**config.mk**
```make
export PLATFORM = sky130hd
export DESIGN_NAME = spi_slave_param
export DESIGN_NICKNAME = d
export VERILOG_FILES = /design/src/rtl/spi_slave_param.sv
export SDC_FILE = /design/constraint.sdc
export NUM_CORES = 1
export LEC_CHECK = 0
export BUFFER_PORTS_ARGS = -buffer_cell sky130_fd_sc_hd__buf_2
export CORE_MARGIN = 5
export CORE_UTILIZATION = 50
export DETAILED_ROUTE_END_ITERATION = 6
export PLACE_DENSITY = 0.74
export SYNTH_ARGS = -nofsm -noshare
export SYNTH_HDL_FRONTEND = slang
export SYNTH_SLANG_ARGS = --single-unit
```
**constraint.sdc**
```tcl
create_clock -name clk -period 2 [get_ports clk]
set_input_delay 0.4 -clock clk [delete_from_list [all_inputs] [get_ports clk]]
set_output_delay 0.4 -clock clk [all_outputs]
set_load 0.005 [all_outputs]
```
**src/rtl/spi_slave_param.sv**
```systemverilog
// rtl/spi_slave_param.sv - parameterised SPI slave with one-entry TX holding register
//
// Ports:
//   clk         in   system clock, all logic on rising edge
//   rst         in   asynchronous active-low reset
//   SCK         in   SPI clock (asynchronous to clk)
//   SSEL        in   SPI slave select, active-low (asynchronous to clk)
//   MOSI        in   SPI master-out data (asynchronous to clk)
//   MISO        out  SPI slave-out data, TX shift register output bit
//   miso_oe     out  MISO output enable, high while the slave is selected
//   tx_data     in   [DATA_W] next word to transmit
//   tx_valid    in   tx_data valid
//   tx_ready    out  holding register empty, tx_data can be accepted
//   rx_data     out  [DATA_W] last complete received word
//   rx_valid    out  one-cycle pulse, rx_data updated
//   tx_underrun out  one-cycle pulse, IDLE_WORD loaded for lack of data
//   frame_end   out  one-cycle pulse on SSEL deassertion
`timescale 1ns/1ps
module spi_slave_param #(
  parameter int                DATA_W    = 8,
  parameter bit                CPOL      = 1'b0,
  parameter bit                CPHA      = 1'b0,
  parameter bit                LSB_FIRST = 1'b0,
  parameter logic [DATA_W-1:0] IDLE_WORD = '0
) (
  input  logic              clk,
  input  logic              rst,
  input  logic              SCK,
  input  logic              SSEL,
  input  logic              MOSI,
  output logic              MISO,
  output logic              miso_oe,
  input  logic [DATA_W-1:0] tx_data,
  input  logic              tx_valid,
  output logic              tx_ready,
  output logic [DATA_W-1:0] rx_data,
  output logic              rx_valid,
  output logic              tx_underrun,
  output logic              frame_end
);

  localparam int               CNT_W    = (DATA_W > 1) ? $clog2(DATA_W) : 1;
  localparam logic [CNT_W-1:0] LAST_BIT = CNT_W'(DATA_W - 1);

  typedef enum logic {S_IDLE, S_ACTIVE} state_t;
  state_t state_q, state_d;

  logic [2:0]        sck_sync;
  logic [2:0]        ssel_sync;
  logic [1:0]        mosi_sync;
  logic [CNT_W-1:0]  bit_cnt;
  logic              wrapped;
  logic [DATA_W-1:0] rx_shift;
  logic [DATA_W-1:0] tx_shift;
  logic [DATA_W-1:0] hold;
  logic              hold_full;

  logic sck_rise, sck_fall, ssel_fall, ssel_rise, mosi_bit;
  logic lead_edge, trail_edge;
  logic enter, leave, in_frame, sample_edge, shift_edge, load;
  logic [DATA_W-1:0] rx_next;
  logic [DATA_W-1:0] tx_shifted;

  // SSEL resets to "deselected" so that reset release never looks like a frame start.
  always_ff @(posedge clk or negedge rst) begin
    if (!rst) begin
      sck_sync  <= '0;
      ssel_sync <= '1;
      mosi_sync <= '0;
    end else begin
      sck_sync  <= {sck_sync[1:0], SCK};
      ssel_sync <= {ssel_sync[1:0], SSEL};
      mosi_sync <= {mosi_sync[0], MOSI};
    end
  end

  assign sck_rise   = sck_sync[1] & ~sck_sync[2];
  assign sck_fall   = ~sck_sync[1] & sck_sync[2];
  assign ssel_fall  = ~ssel_sync[1] & ssel_sync[2];
  assign ssel_rise  = ssel_sync[1] & ~ssel_sync[2];
  assign mosi_bit   = mosi_sync[1];
  assign lead_edge  = CPOL ? sck_fall : sck_rise;
  assign trail_edge = CPOL ? sck_rise : sck_fall;

  assign rx_next    = LSB_FIRST ? {mosi_bit, rx_shift[DATA_W-1:1]}
                                : {rx_shift[DATA_W-2:0], mosi_bit};
  assign tx_shifted = LSB_FIRST ? {1'b0, tx_shift[DATA_W-1:1]}
                                : {tx_shift[DATA_W-2:0], 1'b0};

  always_ff @(posedge clk or negedge rst) begin
    if (!rst) state_q <= S_IDLE;
    else      state_q <= state_d;
  end

  always_comb begin
    state_d     = state_q;
    enter       = 1'b0;
    leave       = 1'b0;
    in_frame    = 1'b0;
    sample_edge = 1'b0;
    shift_edge  = 1'b0;
    load        = 1'b0;
    case (state_q)
      S_IDLE: begin
        if (ssel_fall) begin
          state_d = S_ACTIVE;
          enter   = 1'b1;
        end
      end
      S_ACTIVE: begin
        if (ssel_rise) begin
          state_d = S_IDLE;
          leave   = 1'b1;
        end else begin
          in_frame = 1'b1;
        end
      end
      default: state_d = S_IDLE;
    endcase
    sample_edge = in_frame & (CPHA ? trail_edge : lead_edge);
    shift_edge  = in_frame & (CPHA ? lead_edge : trail_edge);
    // CPHA=0 presents the first bit before any clock, so the first word is
    // loaded on selection; later words load on the shift edge after a wrap.
    if (CPHA) load = shift_edge & (bit_cnt == '0);
    else      load = enter | (shift_edge & (bit_cnt == '0) & wrapped);
  end

  always_ff @(posedge clk or negedge rst) begin
    if (!rst) begin
      bit_cnt     <= '0;
      wrapped     <= 1'b0;
      rx_shift    <= '0;
      tx_shift    <= '0;
      hold        <= '0;
      hold_full   <= 1'b0;
      rx_data     <= '0;
      rx_valid    <= 1'b0;
      tx_underrun <= 1'b0;
      frame_end   <= 1'b0;
    end else begin
      rx_valid    <= 1'b0;
      tx_underrun <= 1'b0;
      frame_end   <= 1'b0;

      if (leave) begin
        bit_cnt   <= '0;
        wrapped   <= 1'b0;
        rx_shift  <= '0;
        frame_end <= 1'b1;
      end else if (sample_edge) begin
        rx_shift <= rx_next;
        if (bit_cnt == LAST_BIT) begin
          bit_cnt  <= '0;
          wrapped  <= 1'b1;
          rx_data  <= rx_next;
          rx_valid <= 1'b1;
        end else begin
          bit_cnt <= bit_cnt + CNT_W'(1);
        end
      end

      if (load) begin
        if (hold_full) begin
          tx_shift  <= hold;
          hold_full <= 1'b0;
        end else begin
          tx_shift    <= IDLE_WORD;
          tx_underrun <= 1'b1;
        end
      end else if (shift_edge) begin
        tx_shift <= tx_shifted;
      end

      // Only possible while hold is empty, so it never races the load above;
      // a word accepted during an underrun load waits in hold for the next load.
      if (tx_valid && tx_ready) begin
        hold      <= tx_data;
        hold_full <= 1'b1;
      end
    end
  end

  assign tx_ready = ~hold_full;
  assign miso_oe  = (state_q == S_ACTIVE);
  assign MISO     = LSB_FIRST ? tx_shift[0] : tx_shift[DATA_W-1];

endmodule
```
==> results by group, run 1 <==
Placed design
  – Number of port buffers: 27
  – Dpl ws: 0.0268 ns
  – Post-DP HPWL: 2510 µm
  – GPL Wtd Cong: 0.730
  – Placed cells: 230

Layout
  – # nets final: 210
  – Area Growth Syn to Fin: 16.3%
  – Finished Layout Cells: 242
  – Fin util: 0.611
  – Layout cell share with drive strength beyond 1: 0.320
  – Antenna cells: 0

Critical path
  – Worst R2R Setup Slack: 0.30 ns
  – Crit. End Element: flop
  – Crit path cell chain: or3b_4 > o21a_4 > or2_4 > a21o_1
  – Worst Setup Path Type: flop to flop
  – Crit path buf inv count: 0
  – Crit path launch type: flop
  – Worst EP required: 2.20 ns
  – Reg2Reg Depth: 4
  – Slowest cell on the critical path: dfstp_2
  – Crit path max-delay family: simple AND/OR/NAND/NOR gates
  – Worst EP arrival: 1.90 ns
  – Slowest stage delay, CP: 0.58 ns
  – Reg-to-Reg End: hold_full
  – Crit Path Max Fanout: 8
  – Reg2reg start: ssel_sync[2]

Timing
  – RSZ-0062 raised after global routing: no
  – Highest clock rate: 587 MHz
  – Fin crit period: 1.70 ns
  – Setup Viol. Count Final: 0
  – Worst rel slew slack: 0.565
  – Fin Clk Skew: 0.00851 ns
  – Hold_ws: 0.118 ns
  – Final max-slew violation count: 0
  – Worst-Margin Slew: 0.653 ns
  – Final worst slack: 0.297 ns
  – Period utilization: 0.852
  – Final Hold Viols: 0
  – Post-route setup TNS: 0 ns

Synth
  – Register area share after synthesis: 0.617
  – Yosys reg bits: 48
  – Cell Area, Synth: 0.00195 mm²
  – Synth Warn #: 0
  – Yosys cell types: 32
  – Yosys top cell by area: dfrtp_1
  – FFs w/ async S/R, synth: 1.00
  – Post-synth EDFFs: 0
  – Avg Inst Size Synth: 12.5 µm²
  – Synth top area cells: dfrtp_1 (58%), o21ai_1 (4.6%), mux2_1 (4.6%)
  – Syn Nets: 173
  – Synth Instances: 156
  – Count leader, synth: dfrtp_1
  – Post-synth top area share: 0.576
  – Most frequent cells after synthesis: dfrtp_1 (45), o21ai_1 (18), nand2_1 (15)
  – Post-synth top flop: dfrtp_1

Global routing
  – Antenna violations before repair: 0
  – Aggregate global-route resource usage: 0.149
  – GRT overflow: 0
  – Largest net degree at the start of global routing: 32
  – First-pass GRT wire length: 6040 µm
  – Number of global-route vias before repair: 1,338

Detailed routing
  – Routed length per instance: 14.0 µm
  – Via count: 1,273
  – Pre-antenna DRT Iters: 4
  – Post-DRT Antenna Nets: 0
  – DRC Markers: 0
  – Via/cell ratio: 5.26
  – 1st-iter DRT viols: 102
  – Detailed-route wire length: 3400 µm

Power and ir drop
  – Clock Power Share: 0.254
  – Lkg Pwr: 1.11 nW
  – Switching fraction of total power: 0.280
  – Register share of total power: 0.562
  – Combinational Power Share: 0.185
  – Internal power: 0.00167 W
  – Worst vdd ir: 531 µV
  – Pwr Density: 1020 mW/mm²
  – Switching power total: 0.000646 W

Floorplanning
  – Initial Util: 0.526
  – DIE WIDTH: 72.5 µm
  – Io pins: 28
  – Std cell rows: 22
  – Core area: 0.00372 mm²
  – Full die area: 0.00526 mm²
  – Die height: 72.5 µm

Clock network
  – TritonCTS clock tree: yes
  – Hold Buf Count CTS: 0
  – CTS Buf Count: 5
  – Root buf cell: clkbuf_8
  – H-tree levels: 2
  – Worst-path clk slew: 0.09 ns
  – Worst skew pair latency: 0.30 ns
  – Bufs on Longest Clock Path: 2
  – Clk sinks: 48

Status
  – Status: finished clean

Job
  – # Max-Cap Violations: 0

Worst hold path
  – Worst hold path class: input pin to async pin
==> kinds of logic after synthesis <==
kind of cell | share of synthesized area
adder cells (fa/ha/maj) | 0.0243
AND/OR/NAND/NOR | 0.117
multiplexers | 0.118
buffers and inverters | 0.0256
flip-flops | 0.617
AO/OA/AOI/OAI | 0.0992
==> registers in the layout (all words and copies together), names as in the netlist, 2 cells and up <==
| signal | flops |
|---|---|
| rx_data | 8 |
| sck_sync | 3 |
| rx_shift | 7 |
| ssel_sync | 3 |
| bit_cnt | 3 |
| mosi_sync | 2 |
| hold | 8 |
| tx_shift | 8 |
==> layout make-up <==
class	count	area (µm²)
Tap cell	48	60.1
Clock buffer	7	86.3
Timing Repair Buffer	34	188
Clock inverter	1	7.51
Fill cell	306	1440
Sequential cell	48	1200
Multi-Input combinational cell	97	699
Inverter	7	26.3
==> metal layers <==
layer	track usage	up-vias	share of wire	routed length, µm
met4	0.0676	0	0.017	57
li1	-	611	-	-
met2	0.222	32	0.48	1630
met1	0.198	626	0.45	1540
met5	0	-	0	0
met3	0.0499	4	0.050	169
==> cells in the final DEF (no fill, tap or decap), drive strengths merged <==
master and instances:
buf 34, dfstp 3, nand3b 2, o21a 1, nand4b 1, nand2 16
nor3 1, or3b 1, inv 7, clkinvlp 1, dfrtp 45, mux2i 5
clkbuf 7, a21oi 2, nor4 1, nor2b 2, o211ai 1, a31oi 7
o21ai 19, or2 1, o211a 1, maj3 1, mux2 16, nor2 15
ha 3, a21o 1
==> how the worst max path moves through the flow <==
stage / startpoint / endpoint / slack (ns) / cells after the start
finish: ssel_sync[2] / hold_full / 0.30 / 4
global route: ssel_sync[2] / tx_shift[3] / 0.21 / 4
CTS: ssel_sync[2] / rx_data[3] / 0.009 / 4
detailed placement: ssel_sync[2] / rx_data[3] / 0.03 / 4
global placement: ssel_sync[2] / rx_data[1] / 0.1 / 4
floorplan: ssel_sync[2] / hold_full / 0.38 / 4
==> worst reg2reg max path: stages, from the launching register on <==
cell and delay, ns:
dfstp_2 0.58, or3b_4 0.43, o21a_4 0.16, or2_4 0.25, a21o_1 0.17
==> repair_timing <==
item,in CTS,in global routing
setup endpoints to repair,0,8
gates resized for setup,0,0
buffers inserted,0,4
==> through the flow <==
step	total power (W)	area [µm²]
after floorplan	0.00158	1950
after global placement	0.00171	2150
after detailed placement	0.00174	2150
after CTS	0.00233	2240
after global routing	0.00245	2270
final	0.00231	2270
==> power by group through the flow <==
| stage | Sequential (W) | Combinational, W | Clock, W |
|---|---|---|---|
| floorplan | 0.00127 | 0.000313 | 0 |
| global placement | 0.00130 | 0.000403 | 0 |
| detailed placement | 0.00132 | 0.000429 | 0 |
| CTS | 0.00130 | 0.000427 | 0.000601 |
| global route | 0.00132 | 0.000488 | 0.000637 |
| finish | 0.00130 | 0.000427 | 0.000586 |
No activity file was read; power rests on OpenSTA's default activity.
==> run 2: changes to the inputs <==
- GPL_TIMING_DRIVEN: default -> 0
- PLACE_DENSITY: 0.74 -> 0.77
- clock period: 2 -> 1.5 ns (I/O delays scaled with it)
==> results by group, run 2 (synthesis results as in run 1) <==
Timing
  – Period utilization: 1.10 (+0.252)
  – Fin Clk Skew: 0.00955 ns (+0.00104 ns)
  – Worst-Margin Slew: 1.04 ns (+0.385 ns)
  – RSZ-0062 raised after global routing: yes
  – Fin crit period: 1.66 ns (-0.0473 ns)
  – Setup Viol. Count Final: 10 (+10)
  – Highest clock rate: 604 MHz (+2.9%)
  – Final Hold Viols: 0 (unchanged)
  – Final worst slack: -0.156 ns (-0.453 ns)
  – Final max-slew violation count: 0 (unchanged)
  – Worst rel slew slack: 0.308 (-0.256)

Clock network
  – Clk sinks: 48 (unchanged)
  – TritonCTS clock tree: yes
  – H-tree levels: 2 (unchanged)
  – Bufs on Longest Clock Path: 2 (unchanged)
  – Root buf cell: clkbuf_8
  – Hold Buf Count CTS: 0 (unchanged)
  – CTS Buf Count: 5 (unchanged)
  – Worst skew pair latency: 0.31 ns (about the same)
  – Worst-path clk slew: 0.08 ns (about the same)

Global routing
  – GRT overflow: 0 (unchanged)
  – Antenna violations before repair: 0 (unchanged)
  – Aggregate global-route resource usage: 0.153 (+0.00392)
  – Number of global-route vias before repair: 1,363 (+1.9%)
  – Largest net degree at the start of global routing: 49 (+53%)
  – First-pass GRT wire length: 6270 µm (+3.7%)

Placed design
  – Placed cells: 231 (+0.43%)
  – GPL Wtd Cong: 0.788 (+8.0%)
  – Post-DP HPWL: 2450 µm (-2.4%)
  – DP Area: 0.00215 mm² (about the same)
  – Number of port buffers: 27 (unchanged)

Floorplanning
  – DIE WIDTH: 72.5 µm (unchanged)
  – Die height: 72.5 µm (unchanged)
  – Full die area: 0.00526 mm² (unchanged)
  – Io pins: 28 (unchanged)
  – Core area: 0.00372 mm² (unchanged)
  – Initial Util: 0.526 (unchanged)
  – Std cell rows: 22 (unchanged)

Critical path
  – Worst EP required: 1.70 ns (-0.50 ns)
  – Worst R2R Setup Slack: -0.16 ns (-0.45 ns)
  – Reg-to-Reg End: hold_full
  – Reg2reg start: ssel_sync[2]
  – Crit. End Element: flop
  – Worst Setup Path Type: flop to flop
  – Crit path launch type: flop
  – Worst EP arrival: 1.85 ns (-0.05 ns)
  – Reg2Reg Depth: 4 (unchanged)
  – Crit Path Max Fanout: 4 (-4)

Layout
  – Most common cell after layout, fill and taps aside: dfrtp_1
  – Antenna cells: 0 (unchanged)
  – # nets final: 226 (+7.6%)
  – Fin area: 0.00252 mm² (+11%)
  – Area Growth Syn to Fin: 28.9%
  – Layout cell share with drive strength beyond 1: 0.467 (+0.147)
  – Largest regs: hold x8, rx_data x8, tx_shift x8
  – Finished Layout Cells: 258 (+6.6%)
  – Most frequent cells in the layout: dfrtp_1 (44), buf_2 (29), nand2_1 (14), nor2_1 (14), o21ai_1 (13)

Detailed routing
  – 1st-iter DRT viols: 99 (-2.9%)
  – Via/cell ratio: 5.28 (+0.28%)
  – Detailed-route wire length: 3950 µm (+16%)
  – Post-DRT Antenna Nets: 0 (unchanged)
  – Pre-antenna DRT Iters: 5 (+1)
  – Via count: 1,361 (+6.9%)
  – DRC Markers: 0 (unchanged)
  – Routed length per instance: 15.3 µm (+9.2%)

Power and ir drop
  – Pwr Density: 1340 mW/mm² (+32%)
  – Worst vdd ir: 791 µV (+49%)
  – Lkg Pwr: 1.24 nW (+12%)

Status
  – Failing checks: negative setup slack
  – Status: finished, violations left

Worst hold path
  – HP Start: SSEL
  – Worst hold stages: 1
  – WHS Endpoint: ssel_sync[0]
  – Worst hold path class: input pin to flop

Job
  – # Max-Cap Violations: 0 (unchanged)
==> run 2: area by class of cell <==
class / instances / area, µm²
Buffer: 4 / 42.5
Clock buffer: 7 / 96.3
Clock inverter: 1 / 30.0
Fill cell: 257 / 1200
Inverter: 7 / 26.3
Multi-Input combinational cell: 97 / 766
Sequential cell: 48 / 1210
Tap cell: 48 / 60.1
Timing Repair Buffer: 46 / 292
==> run 2: per-layer routing <==
| metal | vias to the layer above | global-route usage | share of wire | wire [µm] |
|---|---|---|---|---|
| li1 | 648 | - | - | - |
| met1 | 684 | 0.187 | 0.44 | 1750 |
| met2 | 24 | 0.254 | 0.50 | 1990 |
| met3 | 5 | 0.0540 | 0.042 | 166 |
| met4 | 0 | 0.0492 | 0.012 | 47 |
| met5 | - | 0 | 0 | 0 |
==> run 2: per-stage QoR <==
stage | total power [W] | worst slack, ns | utilization | hold slack, ns | setup TNS [ns]
after floorplan | 0.00211 | -0.123 | - | 0.00441 | -0.177
after global placement | 0.00225 | -0.156 | 0.578 | 0.332 | -1.97
after detailed placement | 0.00231 | -0.193 | 0.578 | 0.335 | -3.35
after CTS | 0.00335 | -0.152 | 0.632 | 0.0838 | -1.14
after global routing | 0.00358 | -0.209 | 0.678 | 0.0744 | -2.09
final | 0.00339 | -0.156 | 0.678 | 0.0909 | -1.16
==> run 2: worst max path at each step <==
stage                            start          end  slack (ns)  cells after the start
after floorplan           ssel_sync[2]    hold_full       -0.12                      4
after global placement    ssel_sync[2]    hold_full       -0.16                      4
after detailed placement       miso_oe   rx_data[3]       -0.19                      4
after CTS                 ssel_sync[2]    hold_full       -0.15                      4
after global routing      ssel_sync[2]  tx_shift[6]       -0.21                      5
final                     ssel_sync[2]    hold_full       -0.16                      4
==> run 2: report_power, final <==
| group | leakage, nW | switching, W | total, W | internal (W) |
|---|---|---|---|---|
| logic | 0.578 | 0.000305 | 0.000641 | 0.000336 |
| clock network | 0.0645 | 0.000421 | 0.00101 | 0.000588 |
| registers | 0.597 | 0.000184 | 0.00174 | 0.00155 |
| total | 1.24 | 0.000910 | 0.00339 | 0.00248 |
==> run 2: timing repair <==
item / 4_1_cts / 5_1_grt
resized for setup: 6 / 30
gates cloned: 0 / 2
buffers inserted: 7 / 10
endpoints found under the setup margin: 30 / 37
pin swaps: 9 / 6
==> run 2: worst max-delay path, stage by stage, from the launching register on <==
cell,delay (ns)
dfstp_2,0.58
or3b_4,0.43
o21a_4,0.15
or2_4,0.24
a21o_1,0.15
